[config.mk]
export PLATFORM = sky130hd
export DESIGN_NAME = bit_decpt
export DESIGN_NICKNAME = d
export VERILOG_FILES = /design/src/rtl/bit_decpt.sv
export SDC_FILE = /design/constraint.sdc
export NUM_CORES = 1
export LEC_CHECK = 0
export BUFFER_PORTS_ARGS = -buffer_cell sky130_fd_sc_hd__buf_2
export CAP_MARGIN = 20
export CORE_AREA = 5 5 42 44
export DETAILED_ROUTE_END_ITERATION = 10
export DIE_AREA = 0 0 47 49
export GPL_TIMING_DRIVEN = 0
export PLACE_DENSITY = 0.46
export SLEW_MARGIN = 20
export SYNTH_ARGS = -nofsm -noshare
export SYNTH_HDL_FRONTEND = slang
export SYNTH_SLANG_ARGS = --single-unit
export TNS_END_PERCENT = 1
[constraint.sdc]
create_clock -name clk -period 1.63 [get_ports clk]
set_input_delay 0.0815 -clock clk [delete_from_list [all_inputs] [get_ports clk]]
set_output_delay 0.0815 -clock clk [all_outputs]
set_load 0.1 [all_outputs]
[src/rtl/bit_decpt.sv]
// bit_decpt: loadable down-counter with a one-cycle terminal-count pulse
// Ports: clk      - clock, all state updates on posedge
//        reset    - asynchronous, active-low reset
//        activate - count enable, ignored while IDLE
//        load     - synchronous load strobe, wins over activate
//        load_val - value captured on load
//        cpt      - registered current count
//        zero     - combinational cpt == 0
//        tc       - registered one-cycle terminal-count pulse
//        busy     - high while in state RUN
// Option: define BIT_DECPT_AUTORELOAD_EN to reload the last loaded value on the
//         terminal step and keep running instead of stopping at zero.
module bit_decpt #(
    parameter int WIDTH = 3
) (
    input  logic             clk,
    input  logic             reset,
    input  logic             activate,
    input  logic             load,
    input  logic [WIDTH-1:0] load_val,
    output logic [WIDTH-1:0] cpt,
    output logic             zero,
    output logic             tc,
    output logic             busy
);
    typedef enum logic {IDLE, RUN} state_t;
    state_t state, state_nxt;
    logic [WIDTH-1:0] cpt_nxt;
    logic tc_nxt;
`ifdef BIT_DECPT_AUTORELOAD_EN
    logic [WIDTH-1:0] rld, rld_nxt;
`endif
    assign zero = cpt == '0;
    assign busy = state == RUN;
    always_ff @(posedge clk or negedge reset) begin
        if (!reset) begin
            state <= IDLE;
            cpt   <= '0;
            tc    <= 1'b0;
`ifdef BIT_DECPT_AUTORELOAD_EN
            rld   <= '0;
`endif
        end else begin
            state <= state_nxt;
            cpt   <= cpt_nxt;
            tc    <= tc_nxt;
`ifdef BIT_DECPT_AUTORELOAD_EN
            rld   <= rld_nxt;
`endif
        end
    end
    always_comb begin
        state_nxt = state;
        cpt_nxt   = cpt;
        tc_nxt    = 1'b0;
`ifdef BIT_DECPT_AUTORELOAD_EN
        rld_nxt   = rld;
`endif
        if (load) begin
            cpt_nxt   = load_val;
            state_nxt = load_val != '0 ? RUN : IDLE;
`ifdef BIT_DECPT_AUTORELOAD_EN
            rld_nxt   = load_val;
`endif
        end else if (state == RUN && activate) begin
            if (cpt == WIDTH'(1)) begin
                tc_nxt = 1'b1;
`ifdef BIT_DECPT_AUTORELOAD_EN
                cpt_nxt = rld;
`else
                cpt_nxt   = '0;
                state_nxt = IDLE;
`endif
            end else if (cpt != '0) begin
                // the zero guard keeps the count from ever wrapping
                cpt_nxt = cpt - 1'b1;
            end
        end
    end
endmodule

== Word-level counts from Yosys, hierarchy flattened ==
Cells that the tools add are included.

* Bits in registers: 5
* Input port bits: 7
* Output and inout bits: 6
* Logic and storage cells: 25

* $add $sub $neg: 1
* Equal/unequal tests: 1
* Mux-type cells: 11
* Reductions and logical operators: 9

{| class="wikitable"
|+ Operator list
! kind !! number
|-
| $mux W3 || 4
|-
| $reduce_bool A3 Y1 || 3
|-
| $mux W1 || 7
|-
| $reduce_and A2 Y1 || 2
|-
| $reduce_bool A2 Y1 || 2
|-
| $eq A3 B1 Y1 const B || 1
|-
| $logic_not A3 Y1 || 1
|-
| $sub A3 B1 Y3 const B || 1
|-
| $logic_and A1 B1 Y1 || 1
|}

== Longest topological paths before layout ==
* Depth in word-level cells: 5
* Gate-level depth with buffers: 5
* Mapped depth without buffers: 5

== Worst setup path before layout ==
Ideal clock, no wire load.

* Kind: reg2reg
* Start: register cpt[1]
* End: register cpt[0]
* Arrival: 2283 ps
* Slack: -778 ps
* Stages on the path, launching flop included: 6
* Path buffers: 0
* Cells stage by stage: dfrtp_1 > inv_1 > ha_1 > or3b_4 > a31oi_4 > mux2_4

* Cells in the longest elaborated chain, start to end: 4
* Elaborated cells on any way between the ends: 7

{| class="wikitable"
|+ Ends and longest elaborated chain
! element !! line !! RTL
|-
| start: declaration || 21 || <nowiki>output logic [WIDTH-1:0] cpt,</nowiki>
|-
| start signal: assignment || 45 || <nowiki>cpt <= cpt_nxt;</nowiki>
|-
| $eq A3 B1 Y1 || 66 || <nowiki>if (cpt == WIDTH'(1)) begin</nowiki>
|-
| $mux W3 || 66 ||
|-
| $mux W3 || 65 || <nowiki>end else if (state == RUN && activate) begin</nowiki>
|-
| $mux W3 || 59 || <nowiki>if (load) begin</nowiki>
|}

Parallel ways exist; a longest one is shown, timed or not. The select of a mux whose other input is x is not followed.
A chain may end at the register's enable or synchronous reset.

== Final worst setup path ==
* Start: register cpt[0]
* End: register cpt[0]

* Cells in the longest elaborated chain, start to end: 5
* Elaborated cells on any way between the ends: 9

{| class="wikitable"
|+ Ends and longest elaborated chain
! element !! line !! RTL
|-
| $sub A3 B1 Y3 || 76 || <nowiki>cpt_nxt = cpt - 1'b1;</nowiki>
|-
| $mux W3 || 74 || <nowiki>end else if (cpt != '0) begin</nowiki>
|-
| $mux W3 || 66 ||
|-
| $mux W3 || 65 ||
|-
| $mux W3 || 59 ||
|}

Parallel ways exist; a longest one is shown, timed or not. The select of a mux whose other input is x is not followed.

==> metrics <==
number of library cell types mapped by synthesis 16; via count between 300 and 400; DRT iter0 DRCs 5; global-route wire length before repair ~1.2 mm; core area roughly 1400 sq um; total power divided by cell area roughly 1700 nW/um^2; clock latency on the worst-skew pair 0.24 ns; worst vdd ir between 0.0006 and 0.0007 V; ANT nets after route 0; initial antenna violation count 0; Starting Density 0.248; slew of the pin with the lowest slew margin ~0.50 ns; DR pass1 iterations 4; Port-buffer cells 12; portion of the post-synthesis area used by sequential elements 0.360; full die area 2300 sq um; clock edge transition at the registers on the reported setup and hold paths about 0.040 ns; element type at the critical path end register; total leakage power 0.229 nW; Overall Global Routing Usage 0.0748; # DRC 0; area overhead of the layout relative to synthesis 45.3%; TritonCTS clock tree yes; final critical delay including setup and external delays 1.73 ns; data arrival time of the critical path ~1.9 ns; Mapped Area approximately 350 sq um; ratio of routed vias to standard cells 4.61; setup repair after global routing missed its margin yes; crit start category register; CTS HTree Levels 1; number of pins with negative max-slew slack in the final report 0; count of synthesis-stage warnings from yosys 0; clk sinks 5; post-detail-place hpwl 641 microns; weighted congestion at the end of routability-driven global placement 0.772; crit path setup slack, layout -0.0955 ns; largest driver fanout on the critical path 5; worst slew slack as a fraction of its limit 0.672; required arrival time at the worst endpoint roughly 1.8 ns; nets in the synthesized netlist 43; most utilized layer in the global route result met2; number of top-level pins 13; floorplan row count 14; CP Class reg -> reg; final WL 761 microns; top achievable clock speed a little under 600 MHz; Avg WL per Cell 11.5 microns; max-cap viol count 0; violated checks setup timing; fraction of final layout cells sized beyond drive strength 1 0.600; final worst-path cycle share 1.06; run status finished with violations; setup-violating endpoint count in the final report 2; maximum count of clock buffers along a single path 2; Die Y-Extent a little under 50 microns; utilization after layout 0.361; global routing met3 resource utilization 0.0221; total chip power 0.000869 W; CTS buffer count 3; setup skew after layout 0.00184 ns; number of standard cells after synthesis 33; final global-route overflow total 0; grt met1 use 0.0949; Avg Cell Area, Syn 10.5 sq um; via count of the first global-routing pass between 300 and 400; largest net degree at the start of global routing 11; flop-to-flop setup slack -0.1 ns; met2 Resource Use GR 0.109; number of nets in the layout 61; Antenna Cells 0; root buf cell clkbuf_4; path class of the lowest-slack min-delay path in -> reg; total count of hold-check failures in the final report 0; Die X approximately 47 microns; flip-flop and latch count after synthesis 5
stage by stage:
step / setup WS [ns] / instances / setup TNS, ns / instance area (sq um) / hold WS [ns]
floorplan: -0.210 / 33 / -0.452 / 387 / -0.214
global placement: -0.0824 / 61 / -0.165 / 467 / -0.106
detailed placement: -0.0954 / 61 / -0.191 / 467 / -0.101
CTS: -0.104 / 66 / -0.208 / 503 / 0.0783
global route: -0.141 / 66 / -0.281 / 505 / 0.103
finish: -0.0955 / 66 / -0.191 / 505 / 0.0891
path summary, 6_finish.rpt:
path | start | to | cells after the start
worst max-delay path | cpt[0] | cpt[0] | 5
worst min-delay path | load_val[2] | cpt[2] | 3
worst max register to register | cpt[0] | cpt[0] | 5
worst min register to register | cpt[1] | cpt[1] | 1
max in group asynchronous | reset | cpt[1] | 2
min in group asynchronous | reset | busy | 2
per-layer routing:
| layer | share of wire | vias up |
|---|---|---|
| met5 | 0 | - |
| met4 | 0 | 0 |
| met3 | 0.059 | 0 |
| met2 | 0.48 | 8 |
| met1 | 0.46 | 145 |
| li1 | - | 151 |
cells by family (layout without fill, tap and decap cells):
logic type      Yosys count  after routing  share of synthesized area
compound gates            7              7                      0.180
fa+ha+maj                 3              3                      0.108
buf+inv                   4             21                     0.0467
flops                     5              5                      0.360
mux                       2              2                     0.0863
simple gates             12             12                      0.219
final cells by class:
cell class                      instances  area, sq um
Buffer                                  1         5.00
Clock buffer                            4         26.3
Sequential cell                         5          134
Tap cell                               16         20.0
Timing Repair Buffer                   13         72.6
Fill cell                             152          896
Multi-Input combinational cell         24          231
Inverter                                3         16.3
sequential cells by signal, indices dropped and copies added (netlist names):
signal  flops
busy        1
tc          1
cpt         3
synthesized netlist by cell type:
| cell type | instances | area [sq um] |
|---|---|---|
| buf_2 | 1 | 5.00 |
| and2b_2 | 2 | 17.5 |
| o31ai_1 | 3 | 22.5 |
| mux2_4 | 2 | 30.0 |
| nand3_1 | 1 | 5.00 |
| or4b_1 | 1 | 10.0 |
| nor3_1 | 1 | 5.00 |
| or3b_4 | 1 | 11.3 |
| o21ai_0 | 2 | 10.0 |
| o221ai_1 | 1 | 8.76 |
| a31oi_4 | 1 | 21.3 |
| ha_1 | 3 | 37.5 |
| dfrtp_1 | 5 | 125 |
| nand2_1 | 5 | 18.8 |
| inv_1 | 3 | 11.3 |
| or2b_2 | 1 | 8.76 |
power by group:
group	switching, W	leakage, nW	internal [W]
Sequential	0.0000452	0.0580	0.000164
Combinational	0.000366	0.156	0.000153
Clock	0.0000480	0.0150	0.0000924
Total	0.000459	0.229	0.000410
what timing repair did:
| action | in CTS | in global routing |
|---|---|---|
| endpoints found under the setup margin | 2 | 3 |
| buffers inserted | 0 | 0 |
| resized for setup | 0 | 1 |
| hold buffers | 1 | 0 |
| hold endpoints to repair | 5 | 0 |
layout by cell type, fill, tap and decap left out, drive strengths merged:
cell type	count
clkbuf	5
nand3	1
or3b	1
or4b	1
dlygate4sd3	1
nor3	1
o31ai	3
a31oi	1
o221ai	1
o21ai	2
ha	3
inv	3
dfrtp	5
mux2	2
nand2	5
buf	12
and2b	2
or2b	1
worst max-delay path: stages, from the launching register on:
cell,delay (ns)
dfrtp_4,0.52
inv_4,0.08
ha_4,0.12
or3b_4,0.38
a31oi_4,0.20
mux2_4,0.31
No activity file was read; power rests on OpenSTA's default activity.
